==> src/rtl/iic_pkg.sv <==
// Shared types and constants for the I2C EEPROM command arbiter and its engine.
// State codes are fixed because other blocks may decode them directly.
package iic_pkg;

    typedef enum logic [1:0] {
        ST_IDLE  = 2'd0,
        ST_ISSUE = 2'd1,
        ST_WAIT  = 2'd2,
        ST_RESP  = 2'd3
    } iic_state_e;

    localparam logic       IIC_RD       = 1'b1;
    localparam logic       IIC_WR       = 1'b0;
    localparam logic [6:0] IIC_DEV_ADDR = 7'b1010_000;
    localparam int         IIC_CNT_W    = 24;

endpackage

==> src/rtl/rr_arb2.sv <==
// Two-way round-robin selector: when both requesters are valid, the one not
// granted last time wins. Purely combinational.
module rr_arb2 (
    input  logic [1:0] valid,
    input  logic       last_grant,
    output logic       sel,
    output logic       any
);

    always_comb begin
        any = |valid;
        if (&valid) sel = ~last_grant;
        else        sel = valid[1];
    end

endmodule

==> src/rtl/iic_arbiter.sv <==
// Shares one single-byte I2C EEPROM engine between two requesters: round-robin
// grant, engine launch, timeout watchdog and response return.
//
// state | meaning
// IDLE  | waiting for a command; ready offered to the selected requester
// ISSUE | command latched; waiting for engine idle to launch
// WAIT  | engine running; watchdog counting
// RESP  | one-cycle done pulse to the granted requester
module iic_arbiter
    import iic_pkg::*;
#(
    parameter logic [IIC_CNT_W-1:0] TIMEOUT_CYC = 24'd4_000_000
) (
    input  logic       clk,
    input  logic       rst_n,
    input  logic       req0_valid,
    input  logic       req0_rw,
    input  logic [7:0] req0_wdata,
    output logic       req0_ready,
    output logic       req0_done,
    input  logic       req1_valid,
    input  logic       req1_rw,
    input  logic [7:0] req1_wdata,
    output logic       req1_ready,
    output logic       req1_done,
    output logic [7:0] rsp_rdata,
    output logic       rsp_err,
    output logic       eng_start,
    output logic       eng_rw,
    output logic [7:0] eng_wdata,
    input  logic       eng_busy,
    input  logic       eng_done,
    input  logic [7:0] eng_rdata
);

    localparam logic [IIC_CNT_W-1:0] CNT_LIMIT = TIMEOUT_CYC - 24'd1;

    iic_state_e           state_q;
    logic                 last_grant_q;
    logic                 id_q;
    logic                 eng_rw_q;
    logic [7:0]           eng_wdata_q;
    logic [7:0]           rsp_rdata_q;
    logic                 rsp_err_q;
    logic [IIC_CNT_W-1:0] cnt_q;
    logic                 done0_q;
    logic                 done1_q;

    logic sel;
    logic any;
    logic accept;

    rr_arb2 u_rr_arb2 (
        .valid      ({req1_valid, req0_valid}),
        .last_grant (last_grant_q),
        .sel        (sel),
        .any        (any)
    );

    assign req0_ready = (state_q == ST_IDLE) && any && req0_valid && !sel;
    assign req1_ready = (state_q == ST_IDLE) && any && req1_valid &&  sel;
    assign accept     = req0_ready || req1_ready;

    // Launch is combinational so it lands in the first ISSUE cycle the engine is free.
    assign eng_start = (state_q == ST_ISSUE) && !eng_busy;

    always_ff @(posedge clk or negedge rst_n) begin
        if (!rst_n) begin
            state_q      <= ST_IDLE;
            last_grant_q <= 1'b1;
            id_q         <= 1'b0;
            eng_rw_q     <= 1'b0;
            eng_wdata_q  <= 8'h00;
            rsp_rdata_q  <= 8'h00;
            rsp_err_q    <= 1'b0;
            cnt_q        <= '0;
            done0_q      <= 1'b0;
            done1_q      <= 1'b0;
        end else begin
            done0_q <= 1'b0;
            done1_q <= 1'b0;
            case (state_q)
                ST_IDLE: begin
                    if (accept) begin
                        id_q         <= sel;
                        last_grant_q <= sel;
                        eng_rw_q     <= sel ? req1_rw : req0_rw;
                        eng_wdata_q  <= sel ? req1_wdata : req0_wdata;
                        state_q      <= ST_ISSUE;
                    end
                end
                ST_ISSUE: begin
                    if (!eng_busy) begin
                        cnt_q   <= '0;
                        state_q <= ST_WAIT;
                    end
                end
                ST_WAIT: begin
                    // A completion coinciding with the watchdog limit is a success.
                    if (eng_done) begin
                        if (eng_rw_q == IIC_RD) rsp_rdata_q <= eng_rdata;
                        rsp_err_q <= 1'b0;
                        done0_q   <= ~id_q;
                        done1_q   <= id_q;
                        state_q   <= ST_RESP;
                    end else if (cnt_q == CNT_LIMIT) begin
                        rsp_err_q <= 1'b1;
                        done0_q   <= ~id_q;
                        done1_q   <= id_q;
                        state_q   <= ST_RESP;
                    end else if (cnt_q != '1) begin
                        cnt_q <= cnt_q + 1'b1;
                    end
                end
                ST_RESP: begin
                    state_q <= ST_IDLE;
                end
                default: begin
                    state_q <= ST_IDLE;
                end
            endcase
        end
    end

    assign req0_done = done0_q;
    assign req1_done = done1_q;
    assign rsp_rdata = rsp_rdata_q;
    assign rsp_err   = rsp_err_q;
    assign eng_rw    = eng_rw_q;
    assign eng_wdata = eng_wdata_q;

endmodule

==> config.mk <==
export PLATFORM = sky130hd
export DESIGN_NAME = iic_arbiter
export DESIGN_NICKNAME = d
export VERILOG_FILES = /design/src/rtl/iic_pkg.sv /design/src/rtl/rr_arb2.sv /design/src/rtl/iic_arbiter.sv
export SDC_FILE = /design/constraint.sdc
export NUM_CORES = 1
export LEC_CHECK = 0
export CORE_ASPECT_RATIO = 1.4
export CORE_MARGIN = 10
export CORE_UTILIZATION = 35
export CTS_BUF_LIST = sky130_fd_sc_hd__clkbuf_4
export DETAILED_ROUTE_END_ITERATION = 16
export SLEW_MARGIN = 20
export SYNTH_ARGS = -nofsm -noshare
export SYNTH_HDL_FRONTEND = slang
export SYNTH_SLANG_ARGS = --single-unit
==> constraint.sdc <==
create_clock -name clk -period 2.8 [get_ports clk]
set_clock_uncertainty 0.2 [all_clocks]
set_input_delay 0.28 -clock clk [delete_from_list [all_inputs] [get_ports clk]]
set_output_delay 0.28 -clock clk [all_outputs]
set_load 0.02 [all_outputs]
Yosys cells after proc, flatten, opt, wreduce, memory -nomap -nowiden. Cells that the tools add are included.

$add $sub $neg: 1. Equality and inequality tests: 11. Multiplexer cells: 21. Bitwise logic cells: 2. Reduce and logical (&&, ||, !) cells: 19.

Operators with widths (number): two-way mux 24 bit (4); case mux 24 bit (2 select lines) (1); adder 24 x 1 -> 24 bit, second input constant (1); == test 24 x 22 -> 1 bit, second input constant (1); inequality test 24 bit, second input constant (1); two-way mux 1 bit (10); inequality test 2 bit, second input constant (5); two-way mux 2 bit (4); two-way mux 8 bit (1); case mux 2 bit (4 select lines) (1); logical AND 1 bit (6); AND reduction 2 bit (3); AND reduction 3 bit (2); AND reduction 5 bit (1); == test 2 bit, second input constant (2); nonzero test 2 bit (2); inequality test 3 bit, second input constant (1); == test 2 x 1 -> 1 bit, second input constant (1); zero test 1 bit (2); zero test 2 bit (1); NOT 1 bit (2); OR reduction 2 bit (1); logical OR 1 bit (1).

Flip-flop bits (word level): 48. Bits of input ports: 32. Output and inout bits: 23. Word-level logic and storage cells: 64.

Depth between registers and ports, before layout. Gate-level depths: netlist of run 1.

Word-level depth: 7. Depth in mapped cells: 8.

Hierarchy. A second synthesis of run 1 with hierarchy kept.

Cell total of the unflattened synthesis: 266. Area, all modules: 2670.1 um^2.

By module, submodules not included: iic_arbiter (instances 1, cells an instance 264, area each 2656.3 um^2); rr_arb2 (instances 1, cells an instance 2, area each 13.8 um^2).

Worst setup path after synthesis of run 1. OpenSTA, ideal clock, no wires.

Path type: register to register. Start point: register cnt_q[0]. End point: register cnt_q[22]. Library setup time: 0.121 ns. Arrival: 1.939 ns. Required time: 2.479 ns. Slack: 0.540 ns. Stages on the path, launching flop included: 8. Buffers on the path: 1. Path through: dfrtp_1 > ha_1 > nand3_4 > or4_1 > buf_2 > nor4b_4 > o21ai_1 > a22o_1.

Word-level cells in the longest chain between the ends: 5. Elaborated cells between the ends (all ways): 10. Classes of those cells: add/sub: 1; eq/ne: 4; mux: 4; reduce/logical: 1.

RTL lines: from (decl) (RTL line iic_arbiter.sv:45) `logic [IIC_CNT_W-1:0] cnt_q;`; from (signal assigned) (RTL line iic_arbiter.sv:112) `cnt_q <= cnt_q + 1'b1;`; adder 24 x 1 -> 24 bit (RTL line iic_arbiter.sv:112); two-way mux 24 bit (RTL line iic_arbiter.sv:111) `end else if (cnt_q != '1) begin`; two-way mux 24 bit (RTL line iic_arbiter.sv:106) `end else if (cnt_q == CNT_LIMIT) begin`; two-way mux 24 bit (RTL line iic_arbiter.sv:100) `if (eng_done) begin`; case mux 24 bit (2 select lines) (RTL line iic_arbiter.sv:82) `case (state_q)`.

Parallel ways exist; a longest one is shown, timed or not. The select of a mux whose other input is x is not followed. A chain may end at the register's enable or synchronous reset.

Worst setup path in the final report of run 1. Same ends and word-level chain as after synthesis.

==> results of run 1 <==
==> power by group through the flow <==
stage	combinational (W)	clock (W)	sequential [W]
floorplan	0.000701	0	0.00129
global placement	0.00138	0	0.00119
detailed placement	0.00141	0	0.00120
CTS	0.00141	0.000543	0.00119
global route	0.00153	0.000571	0.00123
finish	0.00138	0.000532	0.00119
==> registers in the layout (all words and copies together) (netlist names) <==
| register | cells |
|---|---|
| cnt_q | 24 |
| eng_rw | 1 |
| eng_wdata | 8 |
| id_q | 1 |
| last_grant_q | 1 |
| req0_done | 1 |
| req1_done | 1 |
| rsp_err | 1 |
| rsp_rdata | 8 |
| state_q | 2 |
==> cells in the mapped netlist, types with 2 or more instances <==
master,instances
dfrtp_1,47
nand2_1,39
nand3_1,20
o21ai_0,18
o211ai_1,16
or4_1,15
mux2i_1,11
inv_1,10
mux2_2,9
a21oi_1,8
clkbuf_1,7
nor2_1,7
ha_1,5
nand4_1,5
nor3_1,5
or3_1,5
and2_1,4
nor4_1,4
and3_1,3
and4_1,3
o21ai_1,3
a21o_1,2
a22o_1,2
buf_2,2
buf_4,2
nand4_2,2
o311ai_0,2
or2_2,2
==> worst max-delay path, delay by kind of cell, from the launching register on <==
| kind | cells | cell delay (ns) |
|---|---|---|
| adders and majority gates | 1 | 0.26 |
| DFF | 1 | 0.43 |
| and+or+nand+nor | 3 | 1.20 |
| AOI/OAI and AO/OA | 2 | 0.32 |
==> layout make-up <==
cell class                 count  area, um^2  share of cell area
timing repair buffer          63       605.6              0.1740
clock buffer                   5       37.54             0.01078
clock inverter                 3       68.82             0.01977
sequential                    48        1202              0.3454
antenna                        1       2.502           0.0007189
tap                          100       125.1             0.03595
inverter                      10       37.54             0.01078
multi-input combinational    210        1401              0.4026
==> per-stage QoR <==
| step | util | total power [W] | hold slack [ns] |
|---|---|---|---|
| floorplan | - | 0.001993 | -0.2156 |
| global placement | 0.4392 | 0.002570 | 0.03648 |
| detailed placement | 0.4392 | 0.002606 | 0.03370 |
| CTS | 0.4544 | 0.003141 | 0.1445 |
| global route | 0.4547 | 0.003331 | 0.1686 |
| finish | 0.4547 | 0.003107 | 0.1293 |
==> worst paths after layout <==
kind,from,cells past startpoint,end,slack [ns]
min reg2reg,id_q,1,req0_done,0.28
max reg2reg,cnt_q[0],6,cnt_q[22],0.28
min,rst_n,2,cnt_q[6],0.13
max in group asynchronous,rst_n,3,last_grant_q,1.48
max,cnt_q[0],6,cnt_q[22],0.28
min in group clk,id_q,1,req0_done,0.28
==> cells by family after synthesis <==
| family | Yosys count | synth area share |
|---|---|---|
| fa+ha+maj | 5 | 0.02297 |
| buf+inv | 25 | 0.04410 |
| flops | 48 | 0.4414 |
| mux | 20 | 0.07763 |
| simple gates | 123 | 0.2614 |
| compound gates | 62 | 0.1525 |
==> timing repair <==
item / CTS / global route
endpoints found under the setup margin: 0 / 0
endpoints found under the hold margin: 16 / 0
hold buffers: 1 / 0
==> routing by layer <==
metal | track usage | up-vias
li1 | - | 1167
met1 | 0.1338 | 1167
met2 | 0.2139 | 61
met3 | 0.04041 | 7
met4 | 0.04594 | 0
met5 | 0 | -
==> placed cells by master, fill, tap and decap left out, types with 7 or more instances in the layout <==
| master | n |
|---|---|
| inv_1 | 10 |
| mux2_2 | 9 |
| nand2_1 | 39 |
| nor2_1 | 7 |
| or4_1 | 15 |
| o21ai_0 | 17 |
| mux2i_1 | 11 |
| nand3_1 | 20 |
| dfrtp_1 | 47 |
| clkdlybuf4s50_1 | 53 |
| a21oi_1 | 8 |
| buf_4 | 8 |
| o211ai_1 | 16 |
==> results.md, run 1 <==
- Status: complete, no violations
- Placed standard-cell area: 3362 um^2
- Fillers: 760
- Largest net degree at the start of global routing: 33
- Clk buf depth: 2
- Primary FF master, synth: dfrtp_1
- Syn Inst Count: 283
- Asr flop ratio synth: 1.000
- Clock power share: 0.171
- Setup crit start kind: flip-flop
- Post-place setup slack: 0.2996 ns
- Drt via density: 5.459
- Sw frac: 0.4084
- Final hold vios: 0
- Share of layout cells above drive strength 1: 0.1091
- H-tree depth: 2
- DR WL/cell: 16.09 um
- Non-Filler Instances: 440
- GRT overflow: 0
- Remaining antenna violation count after routing: 0
- Crit-path cells: ha_1, nand3_4, or4_1, nor4b_4, o21ai_1, a22o_1
- Sequential share of the synthesized area: 0.4414
- Row count: 38
- Final Cell Area: 3481 um^2
- I/O Buffers: 54
- Initial core utilization: 0.3558
- Final Critical Period: 2.516 ns
- Die width: 94.56 um
- Die area: 11760 um^2
- Synth warnings: 0
- Max frequency: 0.3974 GHz
- Maxcap violations: 0
- Syn Area/Cell: 9.625 um^2
- Nets: 375
- Net count after synthesis: 320
- Critical path type: flip-flop to flip-flop
- HP Class: input pin to asynchronous set/reset pin
- CP required: 2.89 ns
- Max FO, Critical Path: 7
- Synth top area cells: dfrtp_1, nand2_1, o211ai_1, or4_1, mux2i_1
- VDD IR max: 508.8 uV
- Routed wire length: 7080 um
- CTS tree: yes
- P_sw: 0.001269 W
- Post-synth EDFFs: 0
- Initial antenna violation count: 1
- RSZ-0062 raised after global routing: false
- DRC errors left: 0
- TritonCTS Buffers: 5
- Vias: 2402
- Slowest stage cell on the critical path: or4_1
- Drt first pass iters: 4
- Synth Cell Area: 2724 um^2
- First-pass GRT wire length: 11970 um
- CP max stage delay: 0.71 ns
- Fin crit share: 0.8987
- Sequential share of power: 0.383
- Final-report setup violation count: 0
- Post-CTS Setup Bufs: 0
- Pwr dens: 892.5 nW/um^2
- Internal Power: 0.001838 W
- Die height: 124.4 um
- Clock Pin Slew Worst Setup and Hold Paths: 0.16 ns
- Vias in the first global route: 2420
- Crit end category: flip-flop
- CTS sink cnt: 48
- Final Max Tran Viols: 0
- TNS Setup: 0 ns
- Post-Route M1 WL: 2853 um
- DRT iter0 DRCs: 130
- Cts repair resizes: 0
- Leading area contributor after synthesis: dfrtp_1
- I/O pins: 55
- Area delta synth->final: 27.79%
- Gate power share: 0.446
- Library cells used by synthesis: 53
- Worst-Skew Late Latency: 0.38 ns
- Tightest Pin Transition: 0.5191 ns
- Top-area cell type share of the netlist area: 0.4318
- Yosys reg bits: 48
- Post-DP HPWL: 5294 um
- Core region area: 7655 um^2
- Slew margin rel.: 0.6531
- Met2 WL: 3653 um
- Met3 Wirelength: 442 um
- Worst Slack Setup Final: 0.2838 ns
- RePlAce Congestion: 0.8127
- Top sig layer: met4
- Gr usage total: 0.1234
- Placed insts: 430
- Data arrival, critical path: 2.60 ns
- Leakage: 1.432 nW
- Root buf cell: clkbuf_4
Note: power is estimated with default switching activity, not from simulation.
==> run 2: changes to the inputs <==
- ABC_AREA: unset -> 1
==> results.md, run 2 <==
- Status: complete, no violations (unchanged)
- CTS sink cnt: 48 (unchanged)
- Final Critical Period: 2.545 ns (was 2.516 ns)
- Max FO, Critical Path: 11 (was 7)
- Die height: 126.8 um (was 124.4 um)
- Fin crit share: 0.9089 (was 0.8987)
- Met1 Usage GRT: 0.1413 (was 0.1338)
- Leakage: 1.519 nW (was 1.432 nW)
- Largest net degree at the start of global routing: 32 (was 33)
- Row count: 38 (unchanged)
- Routed wire length: 7400 um (was 7080 um)
- Die width: 96.25 um (was 94.56 um)
- Worst-Skew Late Latency: 0.39 ns (was 0.38 ns)
- Synth warnings: 0 (unchanged)
- Initial antenna violation count: 0 (was 1)
- I/O pins: 55 (unchanged)
- Number of flip-flops in the largest register: 24 (unchanged)
- Met3 Resource Use GR: 0.06198 (was 0.04041)
- Synth Cell Area: 2849 um^2 (was 2724 um^2)
- CP required: 2.32 ns (was 2.89 ns)
- Tightest Pin Transition: 0.5674 ns (was 0.5191 ns)
- Vias: 2607 (was 2402)
- Nets: 481 (was 375)
- Final hold vios: 0 (unchanged)
- Critical path type: flip-flop to output port (was flip-flop to flip-flop)
- Root buf cell: clkbuf_4 (unchanged)
- Most common cell after layout, fill and taps aside: nand2_1 (was clkdlybuf4s50_1)
- Post-CTS Setup Bufs: 0 (unchanged)
- Sequential share of the synthesized area: 0.4220 (was 0.4414)
- Primary FF master, synth: dfrtp_1 (unchanged)
- H-tree depth: 2 (unchanged)
- Post-synth EDFFs: 0 (unchanged)
- HP Class: input pin to asynchronous set/reset pin (unchanged)
- RSZ-0062 raised after global routing: false (unchanged)
- Library cells used by synthesis: 29 (was 53)
- DR WL/cell: 13.60 um (was 16.09 um)
- Top cells by count, synth: nand2_1, nor2_1, dfrtp_1 (was dfrtp_1, nand2_1, nand3_1)
- Synth top area cells: dfrtp_1, nand2_1, nor2_1, o21ai_0, inv_1 (was dfrtp_1, nand2_1, o211ai_1, or4_1, mux2i_1)
- Drt first pass iters: 4 (unchanged)
- Met2 GRT Util: 0.2080 (was 0.2139)
- Max frequency: 0.3929 GHz (was 0.3974 GHz)
- VDD IR max: 515.9 uV (was 508.8 uV)
- Busiest metal layer after global routing: met2 (unchanged)
- I/O Buffers: 54 (unchanged)
- CTS tree: yes (unchanged)
- RePlAce Congestion: 0.8339 (was 0.8127)
- Most frequent cells in the layout: nand2_1, nor2_1, clkdlybuf4s50_1 (was clkdlybuf4s50_1, dfrtp_1, nand2_1)
- Worst r2r path cells: 9 (was 6)
- Initial core utilization: 0.3632 (was 0.3558)
- Vias in the first global route: 2678 (was 2420)
- Slew margin rel.: 0.6204 (was 0.6531)
- Final-report setup violation count: 0 (unchanged)
- Most frequent cell after synthesis: nand2_1 (was dfrtp_1)
- Maxcap violations: 0 (unchanged)
- Asr flop ratio synth: 1.000 (unchanged)
- Leading area contributor after synthesis: dfrtp_1 (unchanged)
- Drt via density: 4.792 (was 5.459)
- Syn Area/Cell: 7.362 um^2 (was 9.625 um^2)
- Core region area: 7845 um^2 (was 7655 um^2)
- TritonCTS Buffers: 5 (unchanged)
- Post-DP HPWL: 5827 um (was 5294 um)
- Area delta synth->final: 25.82% (was 27.79%)
- TNS Setup: 0 ns (unchanged)
- Final Max Tran Viols: 0 (unchanged)
- Net count after synthesis: 424 (was 320)
- DRT iter0 DRCs: 138 (was 130)
- Yosys reg bits: 48 (unchanged)
- Crit end category: output port (was flip-flop)
- Share of layout cells above drive strength 1: 0.09910 (was 0.1091)
- Fin Hold WS: 0.1400 ns (was 0.1293 ns)
- Data arrival, critical path: 2.07 ns (was 2.60 ns)
- Gr usage total: 0.1283 (was 0.1234)
- Remaining antenna violation count after routing: 0 (unchanged)
- Ant. Diodes: 0 (was 1)
- Reg with most FFs: cnt_q (unchanged)
- First-pass GRT wire length: 12560 um (was 11970 um)
- Setup crit start kind: flip-flop (unchanged)
- Clk buf depth: 2 (unchanged)
- GRT overflow: 0 (unchanged)
- Top-area cell type share of the netlist area: 0.4128 (was 0.4318)
- DRC errors left: 0 (unchanged)
- Clock Pin Slew Worst Setup and Hold Paths: 0.16 ns (about the same)
- Pwr dens: 766.4 nW/um^2 (was 892.5 nW/um^2)
- Die area: 12200 um^2 (was 11760 um^2)
- Syn Inst Count: 387 (was 283)
-- run 2: stage by stage --
stage / util / total power [W] / area, um^2 / instances / setup slack, ns
after detailed placement: 0.4429 / 0.002273 / 3475 / 536 / 0.2692
after CTS: 0.4566 / 0.002802 / 3582 / 544 / 0.08446
final: 0.4569 / 0.002747 / 3585 / 544 / 0.2550
after global routing: 0.4569 / 0.002962 / 3585 / 544 / 0.1001
after floorplan: - / 0.001806 / 2849 / 387 / 0.9191
after global placement: 0.4429 / 0.002252 / 3475 / 536 / 0.2891
-- run 2: kinds of logic (layout without fill, tap and decap cells) --
logic type | count (synthesis) | count (layout) | share of synthesized area
adder cells (fa/ha/maj) | 5 | 5 | 0.02196
flip-flops | 48 | 48 | 0.4220
buffers and inverters | 40 | 97 | 0.06236
AND/OR/NAND/NOR | 234 | 234 | 0.3570
AO/OA/AOI/OAI | 46 | 46 | 0.08652
XOR/XNOR | 6 | 6 | 0.01845
multiplexers | 8 | 8 | 0.03162
-- run 2: final timing paths --
check / end / startpoint / slack [ns]
setup / recovery: req0_ready / last_grant_q / 0.25
hold / removal: cnt_q[12] / rst_n / 0.14
setup reg to reg: cnt_q[17] / state_q[0] / 0.38
hold reg to reg: req0_done / id_q / 0.23
max in group asynchronous: last_grant_q / rst_n / 1.45
min in group clk: req0_done / id_q / 0.23
-- run 2: per-layer routing --
| metal | up-vias | part of all wire |
|---|---|---|
| met5 | - | 0 |
| met4 | 0 | 0.019 |
| met3 | 10 | 0.088 |
| met2 | 63 | 0.49 |
| met1 | 1195 | 0.41 |
| li1 | 1339 | - |
-- run 2: critical path: stages (launching register included) --
cell	delay, ns
dfstp_2	0.56
nand2_1	0.06
nand2_2	0.17
inv_1	0.16
nor2_1	0.12
clkdlybuf4s50_1	0.62
-- run 2: where the power goes --
group	internal (W)	switching [W]
Clock	0.000273	0.000237
Sequential	0.000867	0.0000955
Combinational	0.000495	0.000779
Total	0.00164	0.00111
-- run 2: cell type report --
type | count | area, um^2
tap | 100 | 125.1
clock buffer | 5 | 37.54
sequential | 48 | 1202
inverter | 32 | 120.1
multi-input combinational | 299 | 1471
fill | 822 | 4260
timing repair buffer | 58 | 568.0
clock inverter | 2 | 60.06
-- run 2: what timing repair did --
item                                   4_1_cts  5_1_grt
endpoints found under the hold margin       17        0
gates resized for setup                      0        1
setup endpoints to repair                    0        1
hold buffers                                 1        0
==> run 3: changes to the inputs <==
- SKIP_LAST_GASP: unset -> 1
==> results of run 3 <==
The final DEF is identical to that of run 2; final timing and power are the same.
